$ cat src/rtl/bcd_disp_pkg.sv
// Shared definitions for the 4-digit BCD display scanner: scan-state
// encoding and active-high 7-segment patterns (bit order g..a).
package bcd_disp_pkg;

    // One state per digit slot; the value doubles as the digit index.
    typedef enum logic [1:0] {
        S0 = 2'd0,
        S1 = 2'd1,
        S2 = 2'd2,
        S3 = 2'd3
    } scan_state_t;

    localparam int NUM_DIGITS = 4;

    // Active-high segment patterns, bit 6 = g ... bit 0 = a.
    localparam logic [6:0] SEG_0     = 7'b0111111;
    localparam logic [6:0] SEG_1     = 7'b0000110;
    localparam logic [6:0] SEG_2     = 7'b1011011;
    localparam logic [6:0] SEG_3     = 7'b1001111;
    localparam logic [6:0] SEG_4     = 7'b1100110;
    localparam logic [6:0] SEG_5     = 7'b1101101;
    localparam logic [6:0] SEG_6     = 7'b1111101;
    localparam logic [6:0] SEG_7     = 7'b0000111;
    localparam logic [6:0] SEG_8     = 7'b1111111;
    localparam logic [6:0] SEG_9     = 7'b1101111;
    localparam logic [6:0] SEG_DASH  = 7'b1000000;
    localparam logic [6:0] SEG_BLANK = 7'b0000000;

    // Anode pattern (active-low, one-hot-low) for a given scan state.
    function automatic logic [3:0] anode_pattern(input scan_state_t st);
        logic [3:0] an;
        an = 4'b1111;
        an[st] = 1'b0;
        return an;
    endfunction

endpackage

$ cat src/rtl/seg7_decoder.sv
// Combinational BCD to 7-segment decoder with blank override.
// Output is active-high, bit order g..a; non-BCD codes show a dash.
module seg7_decoder
    import bcd_disp_pkg::*;
(
    input  logic [3:0] value,
    input  logic       blank,
    output logic [6:0] seg
);

    // Pattern lookup; blank forces every segment off.
    always_comb begin
        seg = SEG_DASH;
        if (blank) begin
            seg = SEG_BLANK;
        end else begin
            case (value)
                4'd0:    seg = SEG_0;
                4'd1:    seg = SEG_1;
                4'd2:    seg = SEG_2;
                4'd3:    seg = SEG_3;
                4'd4:    seg = SEG_4;
                4'd5:    seg = SEG_5;
                4'd6:    seg = SEG_6;
                4'd7:    seg = SEG_7;
                4'd8:    seg = SEG_8;
                4'd9:    seg = SEG_9;
                default: seg = SEG_DASH;
            endcase
        end
    end

endmodule

$ cat src/rtl/bcd4_display_scanner.sv
// Time-multiplexed driver for a 4-digit common-anode 7-segment display.
// A prescaler sets the slot length, a 4-state FSM walks the digits, and
// the digit values are snapshotted once per frame so a frame never mixes
// old and new digits. All pins are registered (1-cycle latency).
module bcd4_display_scanner
    import bcd_disp_pkg::*;
#(
    parameter int DIV = 1000
) (
    input  logic       clock,
    input  logic       reset_,
    input  logic [3:0] d33_d30,
    input  logic [3:0] d23_d20,
    input  logic [3:0] d13_d10,
    input  logic [3:0] d03_d00,
    input  logic       ovf,
    input  logic       ovf_clr,
    input  logic       blank_en,
    output logic [3:0] an3_an0_,
    output logic [6:0] seg6_seg0_,
    output logic       dp_
);

    // Smallest width able to hold DIV-1.
    localparam int PRE_W = (DIV > 1) ? $clog2(DIV) : 1;
    localparam logic [PRE_W-1:0] PRE_LAST = PRE_W'(DIV - 1);

    logic [PRE_W-1:0] pre_reg;
    logic             tick;
    scan_state_t      state_reg;
    scan_state_t      state_next;
    logic [3:0]       snap_reg [NUM_DIGITS];
    logic [3:0]       digit_in [NUM_DIGITS];
    logic [NUM_DIGITS:0] zero_above;
    logic             ovf_flag_reg;
    logic             blank_sel;
    logic [6:0]       seg_active;
    logic [3:0]       an_next;
    logic [6:0]       seg_next;
    logic             dp_next;
    logic [3:0]       an_reg;
    logic [6:0]       seg_reg;
    logic             dp_reg;

    assign digit_in[0] = d03_d00;
    assign digit_in[1] = d13_d10;
    assign digit_in[2] = d23_d20;
    assign digit_in[3] = d33_d30;

    assign tick = (pre_reg == PRE_LAST);

    // Prescaler: counts 0..DIV-1 and wraps, producing one tick per slot.
    always_ff @(posedge clock) begin
        if (!reset_) begin
            pre_reg <= '0;
        end else if (tick) begin
            pre_reg <= '0;
        end else begin
            pre_reg <= pre_reg + 1'b1;
        end
    end

    // Scan FSM state register.
    always_ff @(posedge clock) begin
        if (!reset_) begin
            state_reg <= S0;
        end else begin
            state_reg <= state_next;
        end
    end

    // Scan FSM next state: advance one digit per tick.
    always_comb begin
        state_next = state_reg;
        if (tick) begin
            case (state_reg)
                S0:      state_next = S1;
                S1:      state_next = S2;
                S2:      state_next = S3;
                S3:      state_next = S0;
                default: state_next = S0;
            endcase
        end
    end

    // Snapshot registers: reload only at the frame boundary (end of S3).
    // zero_above[k] is high when snapshot digits k..3 are all zero.
    assign zero_above[NUM_DIGITS] = 1'b1;
    generate
        for (genvar gi = 0; gi < NUM_DIGITS; gi++) begin : g_snap
            always_ff @(posedge clock) begin
                if (!reset_) begin
                    snap_reg[gi] <= 4'd0;
                end else if (tick && (state_reg == S3)) begin
                    snap_reg[gi] <= digit_in[gi];
                end
            end
            assign zero_above[gi] = (snap_reg[gi] == 4'd0) && zero_above[gi+1];
        end
    endgenerate

    // Sticky overflow flag; a new overflow beats a simultaneous clear.
    always_ff @(posedge clock) begin
        if (!reset_) begin
            ovf_flag_reg <= 1'b0;
        end else if (ovf) begin
            ovf_flag_reg <= 1'b1;
        end else if (ovf_clr) begin
            ovf_flag_reg <= 1'b0;
        end
    end

    // Leading-zero blanking never applies to the units digit.
    assign blank_sel = blank_en && (state_reg != S0) && zero_above[state_reg];

    seg7_decoder u_dec (
        .value (snap_reg[state_reg]),
        .blank (blank_sel),
        .seg   (seg_active)
    );

    // Next pin values from the current state and snapshot.
    always_comb begin
        an_next  = anode_pattern(state_reg);
        seg_next = ~seg_active;
        dp_next  = ~((state_reg == S0) && ovf_flag_reg);
    end

    // Output registers: every pin changes one cycle after the state does.
    always_ff @(posedge clock) begin
        if (!reset_) begin
            an_reg  <= 4'b1111;
            seg_reg <= 7'b1111111;
            dp_reg  <= 1'b1;
        end else begin
            an_reg  <= an_next;
            seg_reg <= seg_next;
            dp_reg  <= dp_next;
        end
    end

    assign an3_an0_   = an_reg;
    assign seg6_seg0_ = seg_reg;
    assign dp_        = dp_reg;

endmodule

$ cat config.mk
export PLATFORM = sky130hd
export DESIGN_NAME = bcd4_display_scanner
export DESIGN_NICKNAME = d
export VERILOG_FILES = /design/src/rtl/bcd_disp_pkg.sv /design/src/rtl/seg7_decoder.sv /design/src/rtl/bcd4_display_scanner.sv
export SDC_FILE = /design/constraint.sdc
export NUM_CORES = 1
export LEC_CHECK = 0
export ABC_AREA = 1
export CORE_AREA = 3 3 94 96
export CTS_CLUSTER_SIZE = 20
export DETAILED_ROUTE_END_ITERATION = 12
export DIE_AREA = 0 0 97 99
export GPL_TIMING_DRIVEN = 0
export PLACE_DENSITY = 0.55
export SETUP_SLACK_MARGIN = 0.02
export SLEW_MARGIN = 30
export SYNTH_ARGS = -nofsm -noshare
export SYNTH_HDL_FRONTEND = slang
export SYNTH_SLANG_ARGS = --single-unit
$ cat constraint.sdc
create_clock -name clock -period 1.6 [get_ports clock]
set_input_delay 0.24 -clock clock [delete_from_list [all_inputs] [get_ports clock]]
set_output_delay 0.24 -clock clock [all_outputs]
set_load 0.02 [all_outputs]
Yosys cells after proc, flatten, opt, wreduce, memory -nomap -nowiden
Memories as Yosys holds them, arrays and structs flattened. A register that Yosys moved wholly into a read port is not among the register bits.
Index checks and enable logic that the tools add are counted.
Operators by class
  magnitude comparators: 3
  equal/unequal tests: 4
  add/sub/neg operators: 1
  reductions and logical operators: 16
  bitwise gates (word level): 8
  mux-type cells: 18
Operator list (count)
  logical NOT 4 bit: 4
  two-way mux 4 bit: 4
  adder 10 x 1 -> 10 bit (second input constant): 1
  equality test 10 bit (second input constant): 1
  logical AND 1 bit: 8
  two-way mux 1 bit: 8
  one-hot mux 2 bit (4 select lines): 1
  two-way mux 7 bit: 1
  NOT 7 bit: 1
  equality test 2 bit (second input constant): 2
  less-than comparator 2 x 4 -> 1 bit (second input constant): 1
  two-way mux 2 bit: 2
  NOT 4 bit: 1
  OR 1 bit: 4
  nonzero test 2 bit: 2
  less-than comparator 2 x 3 -> 1 bit (second input constant): 1
  binary-select mux 1 bit (select 2 bit): 1
  demux 1 bit (select 2 bit): 1
  equality test 2 x 1 -> 1 bit (second input constant): 1
  greater-or-equal comparator 2 x 1 -> 1 bit (second input constant): 1
  logical NOT 2 bit: 1
  NOT 1 bit: 2
  OR reduction 2 bit: 1
Word-level totals
  bits in registers: 25
  output and inout bits: 12
  bits in read-only memories: 112
  memories kept: 2
  logic and storage cells: 58
  bits in writable memories: 16
Memory list
  (name not given): words 16, width 7, rd ports 1, clocked after memory_dff 0, wr ports 0, line seg7_decoder.sv:17  | case (value)
  snap_reg: words 4, width 4, rd ports 5, clocked after memory_dff 1, wr ports 4, line bcd4_display_scanner.sv:32  | logic [3:0] snap_reg [NUM_DIGITS];

Depth between registers and ports, before layout
Gate-level depths: netlist (run 1).
An unclocked memory read counts as a cell.
  depth in word-level cells: 10
  mapped depth: 11
  gate-level depth less buffers: 10

Modules after synthesis
A second synthesis (run 1) with hierarchy kept.
Unflattened totals
  cells, all modules: 253
  area total of the unflattened synthesis: 2063.2 um^2
Modules (own cells, without submodules)
  bcd4_display_scanner: cells an instance 216, seq. area each 1021.0 um^2, instances 1, area each 1856.8 um^2
  seg7_decoder: cells an instance 37, seq. area each 0.0 um^2, instances 1, area each 206.4 um^2

Worst setup path after synthesis (run 1)
OpenSTA, ideal clock, no wires.
  kind: reg2reg
  from: register pre_reg[0]
  to: memory snap_reg[0][0] (enable)
  clock period less this slack: 1691 ps
  stages on the path, launching flop included: 8
  arrival time: 1319 ps
  path slack: -91 ps
  path through: dfxtp_1 ha_1 nand2_1 nor2_1 nand3_2 clkinv_2 nand2_1 nand2_1
RTL lines
  from (decl): line bcd4_display_scanner.sv:28  | logic [PRE_W-1:0] pre_reg;
  from (signal assigned): line bcd4_display_scanner.sv:59  | pre_reg <= pre_reg + 1'b1;
  to (decl): line bcd4_display_scanner.sv:32

==> summary.md, run 1 <==
| Metric | Value |
|---|---|
| Psw | `0.481 mW` |
| Critical Path End Type | `flop` |
| Boundary pin count | `33` |
| Max reg flops | `16` |
| Switch share | `23.2%` |
| Mapped cell area | `2020 um^2` |
| Drt first pass iters | `4` |
| Final WL | `4120 um` |
| RePlAce Congestion | `0.844` |
| Root Buffer | `clkbuf_8` |
| Clock Power Share | `31.3%` |
| Cells after Synth | `242` |
| DRC | `0` |
| Total CTS buffers | `5` |
| Crit Path Class | `reg -> reg` |
| Gate power share | `11.1%` |
| Leak pwr | `1.16 nW` |
| Final period util | `96.2%` |
| Worst path arrival time | `1.69 ns` |
| Worst-Skew Late Latency | `0.29 ns` |
| Clock Skew | `0.00721 ns` |
| Buf+Inv Stages, Crit Path | `2` |
| Reg2Reg Setup Slack | `0.06 ns` |
| Flop pwr share | `57.6%` |
| Yosys top cell by area | `dfxtp_1` |
| Synth Register Bits | `43` |
| Core area | `8130 um^2` |
| Power density over cell area | `753 nW/um^2` |
| Sequential share of the synthesized area | `50.6%` |
| Crit-path max FO | `7` |
| CTS sink count | `43` |
| Slew @ Worst Pin | `0.679 ns` |
| Initial core utilization | `24.8%` |
| Share of cells above drive strength 1 | `21.3%` |
| Crit-path cells | `inv_6 -> nand2_2 -> a32oi_2 -> inv_2 -> ha_4 -> nand3_2 -> nand3_2 -> nand4_1` |
| Most frequent CP cell | `nand3_2` |
| Fin Setup TNS | `0 ns` |
| Post-route ant nets | `0` |
| CTS tree | `yes` |
| Ys Warns | `0` |
| DP Worst Slack | `-0.155 ns` |
| Site Rows | `33` |
| Peak Freq | `650 MHz` |
| First-pass GRT wire length | `6770 um` |
| Die Area | `9600 um^2` |
| Port Buf Inserts | `31` |
| Layout area overhead | `36.8%` |
| # nets final | `321` |
| Post-synth EDFFs | `16` |
| Top cells by area, synth | `dfxtp_1 27%, edfxtp_1 24%, nand2_1 10%` |
| Via count | `1592` |
| Internal power | `1.60 mW` |
| H-Tree Level Count | `2` |
| Synthesized Nets | `273` |
| Max-slew violation count | `0` |
| Diodes inserted | `0` |
| Die Y | `99 um` |
| Outcome | `completed` |
| Largest net degree at the start of global routing | `13` |
| Netlist cell types | `27` |
| Slew HR | `54.7%` |
| Hold Fails Final Rpt | `0` |
| Worst path required time | `1.75 ns` |
| Clock Pin Slew Worst Setup and Hold Paths | `0.07 ns` |
| Avg WL per Cell | `10.4 um` |
| Max clock buf depth | `2` |
| Initial antenna violation count | `0` |
| Critical path's slowest cell | `dfxtp_4` |
| Min cycle time layout | `1.54 ns` |
| Vias in the first global route | `1528` |
| Global route overflow | `0` |
| Yosys top cell area share | `26.8%` |
| Crit path largest cell delay | `0.38 ns` |
| Max Cap Viol | `0` |
| Ys flop type | `dfxtp_1` |
| Post-DP HPWL | `2890 um` |
| Setup violations, final | `0` |
| Hold/Removal Path Class | `in -> reg` |
| Die Wd | `97 um` |
| Syn avg cell area | `8.34 um^2` |
| Vias/cell | `4.02` |
| CP Launch Type | `flop` |
| Gr usage total | `8.70%` |
| Share of synthesized registers carrying an async set or reset | `0%` |
| Fillers | `844` |
| VDD IR max | `0.293 mV` |
| Cell family with most CP delay | `flip-flops` |
| Initial DRC count | `32` |
| Final worst setup slack | `0.0605 ns` |
repair_timing:
action / CTS / global route
setup endpoints to repair: 24 / 34
gates resized for setup: 10 / 26
buffers inserted: 3 / 6
cloned: 1 / 1
pin swaps: 2 / 10
hold buffers: 0 / 0
worst paths after layout:
kind,start,cells past startpoint,end
setup / recovery,flop,8,seg6_seg0_[3]
hold / removal,reset_,2,seg6_seg0_[2]
setup reg to reg,flop,8,seg6_seg0_[3]
hold reg to reg,ovf_flag_reg,1,dp_
cell usage after synthesis, types with 2 or more instances:
cell type and number:
clkbuf_1 2, nor3_1 2, dfxtp_1 27, nand3b_1 3, nor3_2 2, nor2_2 10, nand3_1 22, inv_1 38
edfxtp_1 16, ha_1 10, nand2_1 54, nor2_1 28, o21ai_0 3, nand4_1 6, a21oi_1 7
cells in the final DEF, fill, tap and decap left out, drive strengths merged:
master	n
clkbuf	11
nand2	55
buf	9
a32oi	1
nand3b	3
nor2	38
nor3b	1
or2	1
dfxtp	27
nand3	24
o21a	1
a21oi	7
nand4	6
inv	40
clkdlybuf4s50	31
ha	10
edfxtp	16
clkinv	1
o21ai	3
and2	1
nor3	4
xor2	1
per-stage QoR:
step           power (mW)  instances  hold slack [ns]  cell area (um^2)  util, %
6_report             2.08        396            0.343              2760     34.0
5_1_grt              2.17        396            0.388              2760     34.0
4_1_cts              2.07        389            0.360              2590     31.9
3_5_place_dp         1.42        378            0.381              2460     30.3
3_3_place_gp         1.42        378            0.380              2460     30.3
2_1_floorplan        1.32        242            0.364              2020        -
power by group through the flow:
stage / combinational [mW] / sequential, mW / clock (mW)
4_1_cts: 0.209 / 1.20 / 0.661
2_1_floorplan: 0.0840 / 1.24 / 0
3_3_place_gp: 0.196 / 1.22 / 0
3_5_place_dp: 0.198 / 1.22 / 0
6_report: 0.230 / 1.20 / 0.651
5_1_grt: 0.255 / 1.20 / 0.708
logic make-up (layout without fill, tap and decap cells):
kind of cell    count (synthesis)  count (layout)  share of synthesized area (%)
fa+ha+maj                      10              10                           6.20
flops                          43              43                           50.6
compound gates                 12              12                           3.28
xor+xnor                        1               1                          0.434
buf+inv                        44              92                           8.92
simple gates                  132             133                           30.6
per-layer routing:
| metal | vias up | wire [um] | GRT usage (%) |
|---|---|---|---|
| met2 | 39 | 1770 | 13.6 |
| met1 | 685 | 2050 | 11.2 |
| met5 | - | 0 | 0 |
| li1 | 861 | - | - |
| met4 | 0 | 101 | 4.86 |
| met3 | 7 | 191 | 1.84 |
final cells by class:
class / instances / area (um^2) / share of cell area (%)
sequential: 43 / 1030 / 37.3
clock buffer: 7 / 76.3 / 2.76
tap: 105 / 131 / 4.76
multi-input combinational: 156 / 933 / 33.8
timing repair buffer: 41 / 400 / 14.5
inverter: 40 / 158 / 5.71
clock inverter: 1 / 5.00 / 0.181
buffer: 3 / 27.5 / 0.996
Note: power is estimated with default switching activity, not from simulation.
==> run 2: changes to the inputs <==
--- a/config.mk
+++ b/config.mk
@@ -6,12 +6,15 @@
 export NUM_CORES = 1
 export LEC_CHECK = 0
 export ABC_AREA = 1
+export CELL_PAD_IN_SITES_DETAIL_PLACEMENT = 1
+export CELL_PAD_IN_SITES_GLOBAL_PLACEMENT = 2
 export CORE_AREA = 3 3 94 96
 export CTS_CLUSTER_SIZE = 20
 export DETAILED_ROUTE_END_ITERATION = 12
 export DIE_AREA = 0 0 97 99
+export GPL_ROUTABILITY_DRIVEN = 0
 export GPL_TIMING_DRIVEN = 0
-export PLACE_DENSITY = 0.55
+export PLACE_DENSITY = 0.77
 export SETUP_SLACK_MARGIN = 0.02
 export SLEW_MARGIN = 30
 export SYNTH_ARGS = -nofsm -noshare
==> summary.md, run 2 (same netlist as run 1, synthesis figures left out) <==
| Metric | Value |
|---|---|
| Hold path depth | `2 (unchanged)` |
| Total power | `2.09 mW (+0.66%)` |
| # nets final | `323 (+0.62%)` |
| Critical Path End Type | `flop` |
| CP Launch Type | `flop` |
| Leak pwr | `1.17 nW (+0.73%)` |
| Register area | `1030 um^2 (-0.12%)` |
| Commonest non-fill, non-tap cells in the layout | `47 x nand2_1, 35 x inv_1, 31 x clkdlybuf4s50_1` |
| Final WL | `4590 um (+12%)` |
| Fillers | `969 (+15%)` |
| Max Cap Viol | `0 (unchanged)` |
| Crit Path Class | `reg -> reg` |
| Total CTS buffers | `5 (unchanged)` |
| Hold path endpoint | `seg6_seg0_[0]` |
| Post-DP HPWL | `3240 um (+12%)` |
| Hold Fails Final Rpt | `0 (unchanged)` |
| Slew HR | `55.3% (+0.61 points)` |
| Global route overflow | `0 (unchanged)` |
| Diodes inserted | `0 (unchanged)` |
| Worst-Skew Late Latency | `0.29 ns (about the same)` |
| Final worst setup slack | `0.0824 ns (+0.0219 ns)` |
| Site Rows | `33 (unchanged)` |
| Layout Cells excl Fill | `398 (+0.51%)` |
| Commonest non-fill, non-tap cell in the layout | `nand2_1` |
| Reg2Reg Setup Slack | `0.08 ns (+0.02 ns)` |
| DRC | `0 (unchanged)` |
| Power density over cell area | `751 nW/um^2 (-0.24%)` |
| Hold/Removal Path Class | `in -> reg` |
| Initial antenna violation count | `0 (unchanged)` |
| CTS sink count | `43 (unchanged)` |
| Fin Setup TNS | `0 ns (unchanged)` |
| Hold path start | `reset_` |
| Placed insts | `378 (unchanged)` |
| Max clock buf depth | `2 (unchanged)` |
| VDD IR max | `0.262 mV (-10%)` |
| Clock Skew | `0.00453 ns (-0.00268 ns)` |
| RSZ-0062 raised after global routing | `yes` |
| Initial DRC count | `31 (-3.1%)` |
| Layout area overhead | `38.0%` |
| Min cycle time layout | `1.52 ns (-0.0219 ns)` |
| Initial core utilization | `24.8% (unchanged)` |
| Post-route ant nets | `0 (unchanged)` |
| First-pass GRT wire length | `7290 um (+7.8%)` |
| Multi-input gate area | `942 um^2 (+0.94%)` |
| Reg2Reg Capture Point | `seg6_seg0_[6]` |
| Largest net degree at the start of global routing | `14 (+1)` |
| Share of cells above drive strength 1 | `21.2% (-0.15 points)` |
| Worst path required time | `1.75 ns (about the same)` |
| Drt first pass iters | `4 (unchanged)` |
| Max reg flops | `16 (unchanged)` |
| Final period util | `94.9% (-1.4 points)` |
| Setup violations, final | `0 (unchanged)` |
| Root Buffer | `clkbuf_8` |
| Die Wd | `97 um (unchanged)` |
| Via count | `1645 (+3.3%)` |
| Worst path arrival time | `1.67 ns (-0.02 ns)` |
| Max-slew violation count | `0 (unchanged)` |
| Die Area | `9600 um^2 (unchanged)` |
| Peak Freq | `659 MHz (+1.4%)` |
| Vias/cell | `4.13 (+2.8%)` |
| DP Worst Slack | `-0.162 ns (-0.00624 ns)` |
| Die Y | `99 um (unchanged)` |
| Boundary pin count | `33 (unchanged)` |
| Crit-path max FO | `5 (-2)` |
| CTS tree | `yes` |
| Slew @ Worst Pin | `0.670 ns (-0.00911 ns)` |
| Outcome | `completed` |
| FF-to-FF path depth | `9 (+1)` |
| Vias in the first global route | `1588 (+3.9%)` |
| H-Tree Level Count | `2 (unchanged)` |
| Gr usage total | `9.39% (+0.69 points)` |
| Port Buf Inserts | `31 (unchanged)` |
| Clock Pin Slew Worst Setup and Hold Paths | `0.08 ns (about the same)` |
| Core area | `8130 um^2 (unchanged)` |
| Avg WL per Cell | `11.5 um (+11%)` |
-- run 2: worst max path at each step --
stage,from,endpoint
2_1_floorplan,flop,seg6_seg0_[3]
3_3_place_gp,flop,seg6_seg0_[3]
3_5_place_dp,flop,seg6_seg0_[3]
4_1_cts,flop,seg6_seg0_[3]
5_1_grt,state_reg[1],seg6_seg0_[3]
6_report,flop,seg6_seg0_[6]
-- run 2: what timing repair did --
action	4_1_cts	5_1_grt
setup endpoints to repair	32	45
pin swaps	4	10
gates resized for setup	10	27
cloned	1	1
buffers inserted	6	5
hold buffers	0	0
-- run 2: report_power, final --
| part | internal, mW | switching (mW) | total [mW] |
|---|---|---|---|
| sequential | 1.17 | 0.0244 | 1.20 |
| combinational | 0.124 | 0.117 | 0.241 |
| clock | 0.300 | 0.353 | 0.654 |
| total | 1.60 | 0.494 | 2.09 |
-- run 2: final cells by class --
cell class / instances / share of cell area, %
Sequential cell: 43 / 36.9
Multi-Input combinational cell: 156 / 33.8
Timing Repair Buffer: 43 / 15.0
Inverter: 40 / 5.66
Tap cell: 105 / 4.71
Clock buffer: 6 / 2.60
Buffer: 3 / 0.987
Clock inverter: 2 / 0.314
-- run 2: stage by stage --
stage	area [um^2]	util (%)	hold slack, ns
floorplan	2020	-	0.364
global placement	2460	30.3	0.378
detailed placement	2460	30.3	0.382
CTS	2630	32.3	0.362
global route	2790	34.3	0.390
finish	2790	34.3	0.355
-- run 2: per-layer routing --
metal  vias up  global-route usage (%)  wire [um]
met5         -                       0          0
met4         0                    3.56         75
met3         7                    2.05        174
met2        31                    15.6       2140
met1       743                    12.0       2200
li1        864                       -          -
-- run 2: critical path: stages, from the launching register on --
cell	delay [ns]
dfxtp_2	0.37
inv_2	0.09
a21oi_2	0.16
a32oi_4	0.08
buf_4	0.16
ha_1	0.18
inv_1	0.05
nand3_1	0.10
nand3_1	0.10
nand3_1	0.07
==> run 3: changes to the inputs <==
--- a/config.mk
+++ b/config.mk
@@ -8,10 +8,10 @@
 export ABC_AREA = 1
 export CELL_PAD_IN_SITES_DETAIL_PLACEMENT = 1
 export CELL_PAD_IN_SITES_GLOBAL_PLACEMENT = 2
-export CORE_AREA = 3 3 94 96
+export CORE_AREA = 2 2 93 95
 export CTS_CLUSTER_SIZE = 20
 export DETAILED_ROUTE_END_ITERATION = 12
-export DIE_AREA = 0 0 97 99
+export DIE_AREA = 0 0 95 97
 export GPL_ROUTABILITY_DRIVEN = 0
 export GPL_TIMING_DRIVEN = 0
 export PLACE_DENSITY = 0.77
==> summary.md, run 3 (same netlist as run 1, synthesis figures left out) <==
| Metric | Value |
|---|---|
| Core area | `8130 um^2 (unchanged)` |
| Initial core utilization | `24.8% (unchanged)` |
| Worst-Skew Late Latency | `0.30 ns (about the same)` |
| Slew @ Worst Pin | `0.661 ns (-0.00968 ns)` |
| Die Wd | `95 um (-2.1%)` |
| Internal power | `1.64 mW (+2.8%)` |
| Post-DP HPWL | `3090 um (-4.6%)` |
| Initial antenna violation count | `0 (unchanged)` |
| Reg2Reg Setup Slack | `0.05 ns (-0.03 ns)` |
| Layout area overhead | `39.4%` |
| Crit-path cells | `buf_8 -> inv_8 -> nand2_4 -> a32oi_2 -> inv_2 -> ha_4 -> nand3_4 -> nand3_2 -> nand4_1` |
| Max clock buf depth | `2 (unchanged)` |
| Die Area | `9220 um^2 (-4.0%)` |
| Critical path's slowest cell | `dfxtp_2` |
| DRC | `0 (unchanged)` |
| Final period util | `96.6% (+1.7 points)` |
| Hold path endpoint | `seg6_seg0_[2]` |
| # nets final | `322 (-0.31%)` |
| Gr usage total | `9.89% (+0.50 points)` |
| Cell area after layout | `2820 um^2 (+0.99%)` |
| Die Y | `97 um (-2.0%)` |
| Largest net degree at the start of global routing | `14 (unchanged)` |
| Port Buf Inserts | `31 (unchanged)` |
| Clock Pin Slew Worst Setup and Hold Paths | `0.08 ns (about the same)` |
| Post-CTS Hold Buffers | `0 (unchanged)` |
| Commonest non-fill, non-tap cells in the layout | `46 x nand2_1, 35 x inv_1, 31 x clkdlybuf4s50_1` |
| Hold/Removal Path Class | `in -> reg` |
| Crit path largest cell delay | `0.33 ns (-0.04 ns)` |
| Max reg flops | `16 (unchanged)` |
| Hold path depth | `2 (unchanged)` |
| Hold path start | `reset_` |
| RSZ-0062 raised after global routing | `yes` |
| CTS tree | `yes` |
| FF-to-FF path depth | `9 (unchanged)` |
| VDD IR max | `0.283 mV (+7.8%)` |
| Clock Power Share | `33.2% (+2.0 points)` |
| Share of cells above drive strength 1 | `22.6% (+1.4 points)` |
| Avg WL per Cell | `11.2 um (-3.1%)` |
| Psw | `0.500 mW (+1.1%)` |
| Initial DRC count | `10 (-68%)` |
| Max Cap Viol | `0 (unchanged)` |
| First-pass GRT wire length | `7070 um (-3.0%)` |
| Post-Route Utilization | `34.6% (+0.34 points)` |
| Boundary pin count | `33 (unchanged)` |
| Leak pwr | `1.16 nW (-0.58%)` |
| Switch share | `23.3% (-0.29 points)` |
| Crit Path Class | `reg -> reg` |
| Peak Freq | `647 MHz (-1.8%)` |
| Power density over cell area | `761 nW/um^2 (+1.4%)` |
| Min cycle time layout | `1.55 ns (+0.0279 ns)` |
| Final worst setup slack | `0.0545 ns (-0.0279 ns)` |
| Post-route ant nets | `0 (unchanged)` |
| Slew HR | `56.0% (+0.65 points)` |
| Total CTS buffers | `5 (unchanged)` |
| Root Buffer | `clkbuf_8` |
| Gate power share | `10.8% (-0.7 points)` |
| DP Worst Slack | `-0.176 ns (-0.0142 ns)` |
| Cell family with most CP delay | `flip-flops` |
| Flop pwr share | `56.0% (-1.3 points)` |
| Reg2Reg Capture Point | `seg6_seg0_[3]` |
| Diodes inserted | `0 (unchanged)` |
| Setup violations, final | `0 (unchanged)` |
| Drt first pass iters | `3 (-1)` |
| Critical Path End Type | `flop` |
| Outcome | `completed` |
| Placed cell area | `2460 um^2 (unchanged)` |
| Vias in the first global route | `1582 (-0.38%)` |
| CP Launch Type | `flop` |
| CTS sink count | `43 (unchanged)` |
| Site Rows | `33 (unchanged)` |
| Crit-path max FO | `7 (+2)` |
| Worst path arrival time | `1.71 ns (+0.04 ns)` |
| Clock Skew | `0.00809 ns (+0.00356 ns)` |
| Vias/cell | `4.11 (-0.60%)` |
| Total power | `2.14 mW (+2.4%)` |
| Final WL | `4440 um (-3.3%)` |
| Worst path required time | `1.76 ns (about the same)` |
| Hold Fails Final Rpt | `0 (unchanged)` |
| H-Tree Level Count | `2 (unchanged)` |
| Via count | `1631 (-0.85%)` |
| Final worst hold slack | `0.343 ns (-0.0113 ns)` |
| Commonest non-fill, non-tap cell in the layout | `nand2_1` |
| Max-slew violation count | `0 (unchanged)` |
| Global route overflow | `0 (unchanged)` |
| Buf+Inv Stages, Crit Path | `3 (unchanged)` |
==> run 3: what timing repair did <==
action	4_1_cts	5_1_grt
pin swaps	4	11
endpoints found under the setup margin	32	33
resized for setup	12	33
setup buffers	5	4
gates cloned	1	1
==> run 3: final cells by class <==
| class | instances | area, um^2 |
|---|---|---|
| multi-input cells | 156 | 953 |
| fillers | 969 | 5320 |
| repair buffers | 41 | 403 |
| well taps | 105 | 131 |
| clock inverters | 1 | 5.00 |
| clock buffers | 7 | 86.3 |
| inverters | 40 | 160 |
| plain buffers | 4 | 42.5 |
| flip-flops and latches | 43 | 1030 |
==> run 3: worst max-delay path by stage <==
| stage | depth (start not counted) | slack (ns) | from | to |
|---|---|---|---|---|
| floorplan | 9 | 0.05 | flop | seg6_seg0_[3] |
| global placement | 9 | -0.16 | flop | seg6_seg0_[3] |
| detailed placement | 9 | -0.18 | flop | seg6_seg0_[3] |
| CTS | 9 | 0.02 | flop | seg6_seg0_[3] |
| global route | 11 | -0.05 | flop | seg6_seg0_[6] |
| finish | 9 | 0.05 | flop | seg6_seg0_[3] |
==> run 3: power groups by stage <==
stage / combinational (mW) / clock, mW / sequential [mW]
final: 0.232 / 0.710 / 1.20
after global routing: 0.259 / 0.791 / 1.21
after CTS: 0.211 / 0.737 / 1.20
after detailed placement: 0.200 / 0 / 1.22
after global placement: 0.198 / 0 / 1.22
after floorplan: 0.0840 / 0 / 1.24
==> run 3: layer usage <==
metal | global-route usage [%] | wire length (um)
met1 | 12.8 | 2130
met2 | 15.4 | 2040
met3 | 2.57 | 173
met4 | 4.35 | 88
met5 | 0 | 0
==> run 3: through the flow <==
step | setup TNS [ns] | cells
after floorplan | 0 | 242
after global placement | -2.33 | 378
after detailed placement | -3.09 | 378
after CTS | 0 | 392
after global routing | -0.133 | 397
final | 0 | 397
